<file path="config.mk">
export PLATFORM = sky130hd
export DESIGN_NAME = ps2_keycode
export DESIGN_NICKNAME = d
export VERILOG_FILES = /design/src/rtl/ps2_pkg.sv /design/src/rtl/ps2_rx.sv /design/src/rtl/ps2_keycode.sv
export SDC_FILE = /design/constraint.sdc
export NUM_CORES = 1
export LEC_CHECK = 0
export ABC_CLOCK_PERIOD_IN_PS = 3300
export CORE_ASPECT_RATIO = 0.8
export CORE_MARGIN = 4
export CORE_UTILIZATION = 54
export CTS_CLUSTER_SIZE = 24
export DETAILED_ROUTE_END_ITERATION = 10
export PLACE_DENSITY = 0.84
export SLEW_MARGIN = 20
export SYNTH_ARGS = -nofsm -noshare
export SYNTH_HDL_FRONTEND = slang
export SYNTH_SLANG_ARGS = --single-unit
</file>
<file path="constraint.sdc">
create_clock -name Clk -period 3.3 [get_ports Clk]
set_clock_uncertainty 0.2 [all_clocks]
set_input_delay 0.33 -clock Clk [delete_from_list [all_inputs] [get_ports Clk]]
set_output_delay 0.33 -clock Clk [all_outputs]
set_load 0.005 [all_outputs]
</file>
<file path="src/rtl/ps2_pkg.sv">
// Shared PS/2 scan-code set 2 types, prefix bytes and the scan-to-HID lookup.
// Pure combinational helpers; no latency, no backpressure.
package ps2_pkg;

  typedef enum logic [1:0] {
    IDLE   = 2'd0,
    DATA   = 2'd1,
    PARITY = 2'd2,
    STOP   = 2'd3
  } rx_state_t;

  localparam logic [7:0] PS2_EXT = 8'hE0;
  localparam logic [7:0] PS2_BRK = 8'hF0;

  localparam logic [7:0] HID_LEFT  = 8'd80;
  localparam logic [7:0] HID_RIGHT = 8'd79;
  localparam logic [7:0] HID_UP    = 8'd82;
  localparam logic [7:0] HID_DOWN  = 8'd81;
  localparam logic [7:0] HID_SPACE = 8'd44;
  localparam logic [7:0] HID_A     = 8'd4;
  localparam logic [7:0] HID_D     = 8'd7;
  localparam logic [7:0] HID_W     = 8'd26;
  localparam logic [7:0] HID_S     = 8'd22;
  localparam logic [7:0] HID_ENTER = 8'd40;

  // Returns {valid, hid}; valid=0 for any key the game logic does not use.
  function automatic logic [8:0] scan_to_hid(input logic ext, input logic [7:0] code);
    logic [8:0] r;
    r = 9'd0;
    if (ext) begin
      case (code)
        8'h6B:   r = {1'b1, HID_LEFT};
        8'h74:   r = {1'b1, HID_RIGHT};
        8'h75:   r = {1'b1, HID_UP};
        8'h72:   r = {1'b1, HID_DOWN};
        default: r = 9'd0;
      endcase
    end else begin
      case (code)
        8'h29:   r = {1'b1, HID_SPACE};
        8'h1C:   r = {1'b1, HID_A};
        8'h23:   r = {1'b1, HID_D};
        8'h1D:   r = {1'b1, HID_W};
        8'h1B:   r = {1'b1, HID_S};
        8'h5A:   r = {1'b1, HID_ENTER};
        default: r = 9'd0;
      endcase
    end
    return r;
  endfunction

endpackage

</file>
<file path="src/rtl/ps2_rx.sv">
// PS/2 frame receiver: sync + glitch filter + deframing FSM + watchdog; byte_valid one cycle after the stop-bit fall.
// No backpressure (keyboard cannot be stalled); PS2_PARITY_CHECK_EN enables odd-parity rejection.
module ps2_rx
  import ps2_pkg::*;
#(
  parameter int TIMEOUT_CYCLES = 50000,
  parameter int FILTER_LEN     = 4
) (
  input  logic       Clk,
  input  logic       Reset,
  input  logic       PS2_CLK,
  input  logic       PS2_DAT,
  output logic       byte_valid,
  output logic [7:0] byte_data,
  output logic       frame_err
);

  localparam int WD_W = $clog2(TIMEOUT_CYCLES + 2);

  logic                  clk_s1, clk_s2, dat_s1, dat_s2;
  logic [FILTER_LEN-1:0] clk_sh;
  logic                  clk_f;
  logic                  fall;
  logic                  expire;
  logic                  frame_ok;
  rx_state_t             state;
  logic [2:0]            bit_cnt;
  logic [7:0]            shreg;
  logic [WD_W-1:0]       wdog;

  always_ff @(posedge Clk) begin
    if (Reset) begin
      clk_s1 <= 1'b1;
      clk_s2 <= 1'b1;
      dat_s1 <= 1'b1;
      dat_s2 <= 1'b1;
      clk_sh <= '1;
      clk_f  <= 1'b1;
    end else begin
      clk_s1 <= PS2_CLK;
      clk_s2 <= clk_s1;
      dat_s1 <= PS2_DAT;
      dat_s2 <= dat_s1;
      clk_sh <= {clk_sh[FILTER_LEN-2:0], clk_s2};
      if (clk_sh == '0)
        clk_f <= 1'b0;
      else if (clk_sh == '1)
        clk_f <= 1'b1;
    end
  end

  // Falls in the cycle the filter first sees FILTER_LEN lows, before clk_f drops.
  assign fall   = clk_f && (clk_sh == '0);
  assign expire = (state != IDLE) && (wdog >= WD_W'(TIMEOUT_CYCLES));

`ifdef PS2_PARITY_CHECK_EN
  logic par;
  assign frame_ok = dat_s2 && (^{shreg, par});
`else
  assign frame_ok = dat_s2;
`endif

  always_ff @(posedge Clk) begin
    if (Reset) begin
      state      <= IDLE;
      bit_cnt    <= 3'd0;
      shreg      <= 8'd0;
      wdog       <= '0;
      byte_valid <= 1'b0;
      byte_data  <= 8'd0;
      frame_err  <= 1'b0;
`ifdef PS2_PARITY_CHECK_EN
      par        <= 1'b0;
`endif
    end else begin
      byte_valid <= 1'b0;
      frame_err  <= 1'b0;
      if (state == IDLE || fall || expire)
        wdog <= '0;
      else
        wdog <= wdog + WD_W'(1);

      // Timeout wins over a coincident edge; that edge is dropped.
      if (expire) begin
        state     <= IDLE;
        frame_err <= 1'b1;
      end else if (fall) begin
        case (state)
          IDLE: begin
            if (!dat_s2) begin
              state   <= DATA;
              bit_cnt <= 3'd0;
            end else begin
              frame_err <= 1'b1;
            end
          end
          DATA: begin
            shreg   <= {dat_s2, shreg[7:1]};
            bit_cnt <= bit_cnt + 3'd1;
            if (bit_cnt == 3'd7)
              state <= PARITY;
          end
          PARITY: begin
`ifdef PS2_PARITY_CHECK_EN
            par <= dat_s2;
`endif
            state <= STOP;
          end
          STOP: begin
            state <= IDLE;
            if (frame_ok) begin
              byte_valid <= 1'b1;
              byte_data  <= shreg;
            end else begin
              frame_err <= 1'b1;
            end
          end
          default: state <= IDLE;
        endcase
      end
    end
  end

endmodule

</file>
<file path="src/rtl/ps2_keycode.sv">
// PS/2 keyboard to HID keycode: holds the last pressed mapped key until its break; updates 1 cycle after byte_valid.
// No backpressure; parity checking in the receiver is enabled by PS2_PARITY_CHECK_EN.
module ps2_keycode
  import ps2_pkg::*;
#(
  parameter int TIMEOUT_CYCLES = 50000,
  parameter int FILTER_LEN     = 4
) (
  input  logic       Clk,
  input  logic       Reset,
  input  logic       PS2_CLK,
  input  logic       PS2_DAT,
  output logic [7:0] keycode,
  output logic       key_event,
  output logic       frame_err
);

  logic       byte_valid;
  logic [7:0] byte_data;
  logic       ext, brk;
  logic [8:0] lut;

  ps2_rx #(
    .TIMEOUT_CYCLES(TIMEOUT_CYCLES),
    .FILTER_LEN    (FILTER_LEN)
  ) u_rx (
    .Clk       (Clk),
    .Reset     (Reset),
    .PS2_CLK   (PS2_CLK),
    .PS2_DAT   (PS2_DAT),
    .byte_valid(byte_valid),
    .byte_data (byte_data),
    .frame_err (frame_err)
  );

  assign lut = scan_to_hid(ext, byte_data);

  always_ff @(posedge Clk) begin
    if (Reset) begin
      keycode   <= 8'd0;
      key_event <= 1'b0;
      ext       <= 1'b0;
      brk       <= 1'b0;
    end else begin
      key_event <= 1'b0;
      if (frame_err) begin
        ext <= 1'b0;
        brk <= 1'b0;
      end else if (byte_valid) begin
        if (byte_data == PS2_EXT) begin
          ext <= 1'b1;
        end else if (byte_data == PS2_BRK) begin
          brk <= 1'b1;
        end else begin
          ext <= 1'b0;
          brk <= 1'b0;
          // Releasing a key other than the held one leaves the held key in place.
          if (lut[8]) begin
            if (brk) begin
              if (lut[7:0] == keycode) begin
                keycode   <= 8'd0;
                key_event <= 1'b1;
              end
            end else if (lut[7:0] != keycode) begin
              keycode   <= lut[7:0];
              key_event <= 1'b1;
            end
          end
        end
      end
    end
  end

endmodule

</file>
* Yosys cells after proc, flatten, opt, wreduce, memory -nomap -nowiden
Cells that the tools add are included.
Widths: inputs -> output; s select.
** Operators by class
- Bitwise operators :: 8
- Magnitude comparators :: 1
- Equal/unequal tests :: 23
- Mux-type cells :: 24
- Add/subtract/negate cells :: 2
- Reductions and logical operators :: 22
** Operators by type and width (count)
- $pmux 9 s6 :: 1
- $eq 8x7->1 const B :: 5
- $pmux 9 s4 :: 1
- $eq 8x5->1 const B :: 3
- $mux 8 :: 3
- $add 16x1->16 const B :: 1
- $eq 8x6->1 const B :: 2
- $eq 8x8->1 const B :: 2
- $ge 16x16->1 const B :: 1
- $mux 1 :: 12
- $mux 9 :: 1
- $eq 8x8->1 :: 1
- $ne 8x8->1 :: 1
- $not 1->1 :: 8
- $pmux 2 s4 :: 1
- $reduce_and 4->1 :: 2
- $reduce_bool 2->1 :: 4
- $reduce_and 7->1 :: 1
- $pmux 3 s2 :: 1
- $reduce_and 3->1 :: 2
- $reduce_or 2->1 :: 3
- $reduce_or 6->1 :: 1
- $eq 2x2->1 const B :: 2
- $eq 4x4->1 const B :: 1
- other kinds (14) :: 20
** Storage, ports and cells
- Logic and storage cells :: 97
- Register bits :: 59
- Input bits :: 4

* Logic depth before layout (Yosys ltp)
Gate-level depths: netlist of the first run.
- Depth after elaboration :: 6
- Gate-level depth with buffers :: 13

* Modules after synthesis
A second synthesis of the first run with hierarchy kept.
** Unflattened totals
- Cell total of the unflattened synthesis :: 334
- Area total of the unflattened synthesis :: 3036.7 µm²
** By module, submodules not included
- ps2_rx :: area each 2025.7 µm², times used 1, cells an instance 208, seq. area each 960.9 µm²
- ps2_keycode :: area each 1011.0 µm², times used 1, cells an instance 126, seq. area each 200.2 µm²

* Worst setup path before layout of the first run
OpenSTA, ideal clock, no wires.
- Path type :: register -> register
- Start :: reg u_rx.byte_data[1]
- End :: reg keycode[1]
- Slack :: 0.190 ns
- Cell stages (with the launch flop) :: 13
- Arrival time :: 2.840 ns
- Cell sequence :: dfxtp_1 buf_6 nor2b_1 nand2_1 o31a_1 o41ai_2 o311ai_1 or4b_1 ha_1 nor3_1 nand4_1 a2111o_1 a21oi_1
** On the way
- Word-level cells in the longest chain between the ends :: 6
- Elaborated cells on any way between the ends :: 24
- Classes of those cells :: eq/ne: 15; mux: 5; bitwise: 2; reduce/logical: 2
** Ends and longest elaborated chain
- from (decl) :: RTL line ps2_rx.sv:14 : output logic [7:0] byte_data,
- from (signal assigned) :: RTL line ps2_rx.sv:113 : byte_data <= shreg;
- $eq 8x7->1 (tied with other cells) :: RTL line ps2_pkg.sv:39 : case (code)
- $pmux 9 s6 / $pmux 9 s4 (equally long branches) :: RTL line ps2_pkg.sv:39, ps2_pkg.sv:31
- $mux 9 :: RTL line ps2_pkg.sv:30 : if (ext) begin
- $eq 8x8->1 / $ne 8x8->1 (equally long branches) :: RTL line ps2_keycode.sv:60, ps2_keycode.sv:64
- $ne 2x1->1 (no line) / $reduce_bool 2->1 (equally long branches)
- $reduce_and 7->1 (no line)
- to (signal assigned) :: RTL line ps2_keycode.sv:65 : keycode <= lut[7:0];
- to (decl) :: RTL line ps2_keycode.sv:13 : output logic [7:0] keycode,
Several ways; a longest one is shown, not always the timed one. The select of a mux whose other input is x is not followed.
A chain may end at the register's enable or synchronous reset.

* Final worst setup path of the first run
Ends and elaborated chain as after synthesis.

==> results of run 1 <==
==> routing by layer <==
layer,track usage,share of wire,up-vias
met5,0,0,-
met4,0.0917,0.017,0
met3,0.0532,0.053,11
met2,0.359,0.49,88
met1,0.248,0.44,1178
li1,-,-,1237
==> cells in the final DEF, fill, tap and decap left out, types with 4 or more instances in the layout <==
master / n
a31oi_1: 4
ha_1: 9
dfxtp_4: 5
inv_1: 12
nand4_1: 7
a21oi_1: 13
dfxtp_1: 50
nor2_1: 48
nand3_1: 12
buf_4: 28
nor3_1: 4
xor2_1: 9
nand2b_1: 6
nand2_1: 18
xnor2_1: 6
o21ai_0: 11
mux2i_1: 20
or2_2: 8
clkdlybuf4s50_1: 12
clkbuf_8: 9
nand4b_1: 4
==> registers in the layout, indices dropped and copies added (netlist names), 2 cells and up <==
name	flops
u_rx.wdog	16
u_rx.shreg	8
u_rx.byte_data	8
keycode	7
u_rx.bit_cnt	3
u_rx.state	2
u_rx.clk_sh	4
==> power groups by stage <==
stage	Sequential, mW	Combinational, mW	Clock (mW)
CTS	0.703	0.0182	0.826
global placement	0.720	0.0176	0
finish	0.700	0.0185	0.807
floorplan	0.720	0.0122	0
detailed placement	0.720	0.0178	0
global route	0.700	0.0199	0.859
==> timing repair <==
| action | CTS | global route |
|---|---|---|
| gates resized for setup | 17 | 11 |
| setup buffers | 5 | 2 |
| endpoints found under the setup margin | 7 | 7 |
| hold endpoints to repair | 0 | 0 |
| pin swaps | 12 | 7 |
==> final cells by class <==
type                    count  area [sq um]
clock buffers               9           124
repair buffers             41           342
multi-input cells         244          1690
well taps                  62          77.6
flip-flops and latches     58          1180
inverters                  13          48.8
fillers                   380          1530
clock inverters             7           125
==> logic make-up after synthesis <==
| family | Yosys count | share of synthesized area |
|---|---|---|
| AO/OA/AOI/OAI | 53 | 0.123 |
| XOR/XNOR | 16 | 0.0479 |
| adder cells (fa/ha/maj) | 10 | 0.0428 |
| buffers and inverters | 31 | 0.0483 |
| flip-flops | 58 | 0.397 |
| multiplexers | 20 | 0.0684 |
| other | 1 | 0.00128 |
| AND/OR/NAND/NOR | 144 | 0.271 |
==> final timing paths <==
kind / startpoint / to / slack, ns
setup / recovery: u_rx.byte_data[1] / keycode[1] / -0.14
setup reg to reg: u_rx.byte_data[1] / keycode[1] / -0.14
hold / removal: u_rx.dat_s1 / u_rx.dat_s2 / 0.21
hold reg to reg: u_rx.dat_s1 / u_rx.dat_s2 / 0.21
==> critical path, cell delays in order, from the launching register on <==
cell,delay [ns]
dfxtp_4,0.40
buf_4,0.13
nor3b_1,0.04
o211ai_1,0.31
nand2_2,0.14
a222oi_1,0.31
nand4_1,0.19
or4b_1,0.50
ha_2,0.19
nor3_2,0.14
nand4_1,0.27
a2111o_1,0.41
a21oi_1,0.14
==> stage by stage <==
step | TNS, ns | setup WS (ns) | area, sq um | hold slack, ns
after global placement | -0.00471 | -0.00471 | 3200 | 0.191
final | -0.612 | -0.142 | 3590 | 0.210
after floorplan | 0 | 0.190 | 2930 | 0.189
after CTS | 0 | 0.00353 | 3550 | 0.215
after global routing | -1.58 | -0.282 | 3590 | 0.221
after detailed placement | -1.37 | -0.253 | 3200 | 0.199
==> summary.txt, run 1 <==
End-of-flow core utilization - 0.701
Post-synthesis register bit count - 58
Data required time of the critical path - 3.37 ns
Worst slew pin tran - 0.578 ns
I/O Buffers - 12
Top-area cell type share of the netlist area - 0.397
Post-DR vias/cell - 5.79
Vias after detailed routing - 2514
Global-route wire length before repair - 11000 um
Part of the Yosys area used for sequential elements - 0.397
Setup violation total in the final timing report - 7
Synth Warn # - 0
Total instance count after detailed placement - 411
Initial antenna violation count - 0
Iteration-0 DRC Markers - 183
Min-Delay Path Depth - 1
Wirelength, routed - 6710 um
Number of nets in the final layout - 381
Area enclosed by the die boundary - 6670 sq um
Flop pwr share - 0.459
Cell type contributing the most total cell area after synthesis - dfxtp_1
Most frequent cell after synthesis - dfxtp_1
Area added between synthesis and finish - 22.6%
Iteration count of the initial detailed-routing pass - 5
Reported net switching power - 312 uW
Count of hold-fix buffers inserted at cts - 0
Detailed-route DRC error count - 0
Average cell area after synthesis - 8.79 sq um
Maximum VDD drop - 0.299 mV
Worst hold path class - register to register
Post-detailed-route count of antenna-violating nets - 0
Unrepaired setup endpoints after global routing - yes
Clock network power share - 0.529
Violations in the final reports - setup timing
RD Place Congestion - 0.894
Register clock-pin slew on the reported worst setup and hold paths - 0.07 ns
Wire length per cell - 15.4 um
Post-synth top cells - dfxtp_1, nor2_1, mux2i_1
Cell Int Power - 1.21 mW
Final Cycle Share - 1.04
Biggest area contributors in the synthesized netlist - dfxtp_1, mux2i_1, nor2_1, ha_1, xor2_1
Crit Path Class - register to register
Worst setup slack after layout - -0.142 ns
Async set-or-reset flop fraction in the synthesized netlist - 0
R2R depth - 12
Clock root buffer - clkbuf_8
Global router's overall resource usage - 0.208
Number of distinct library cells after synthesis - 60
Final Max Slew Viols - 0
Sinks on the clock net - 58
Initial core utilization - 0.571
Depth of the CTS H-tree - 3
Vias in the first global route - 2360
Number of I/O pins - 14
Crit path launch type - register
Die X - 90.3 um
Detailed Place HPWL - 4360 um
TritonCTS Buffers - 9
Final instance count without filler cells - 434
Endpoint arrival time on the critical path - 3.51 ns
Minimum clock period after layout - 3.44 ns
Final hold violation count - 0
Number of flops mapped to enable cells by yosys - 0
Die span in y - 73.8 um
CTS tree - done
Largest buffer count on any clock path - 2
CP Max Fanout - 7
Placeable core region - 5120 sq um
Critical path endpoint category - register
Number of antenna cells inserted - 0
Overflow left after global routing - 0
Leakage power summed over all cells - 1.40 nW
Switching part of the total power - 0.205
Share of power burned in combinational logic - 0.012
Post-synthesis net count - 347
Pin count of the biggest net entering global routing - 40
Number of violations of the max-capacitance limit - 0
Number of cells produced by synthesis - 333
Most used flip-flop cell after synthesis - dfxtp_1
Achievable frequency - 291 MHz
Max-slew headroom at the worst pin - 0.612
Std cell rows - 23
Power density cells - 425 nW/um^2
Run status - complete, but fails checks
Sum of internal, switching and leakage power - 1.53 mW
Clock latency reported for the late side of the worst-skew pair - 0.34 ns
Layout cells sized above 1 - 0.215
Synthesized area - 2930 sq um
No activity file was read; power rests on OpenSTA's default activity.
==> run 2: changes to the inputs <==
--- a/config.mk
+++ b/config.mk
@@ -9,6 +9,7 @@
 export CORE_ASPECT_RATIO = 0.8
 export CORE_MARGIN = 4
 export CORE_UTILIZATION = 54
+export CTS_CLUSTER_DIAMETER = 120
 export CTS_CLUSTER_SIZE = 24
 export DETAILED_ROUTE_END_ITERATION = 10
 export PLACE_DENSITY = 0.84
==> results of run 2 <==
The final DEF is identical to that of run 1; final timing and power are the same.
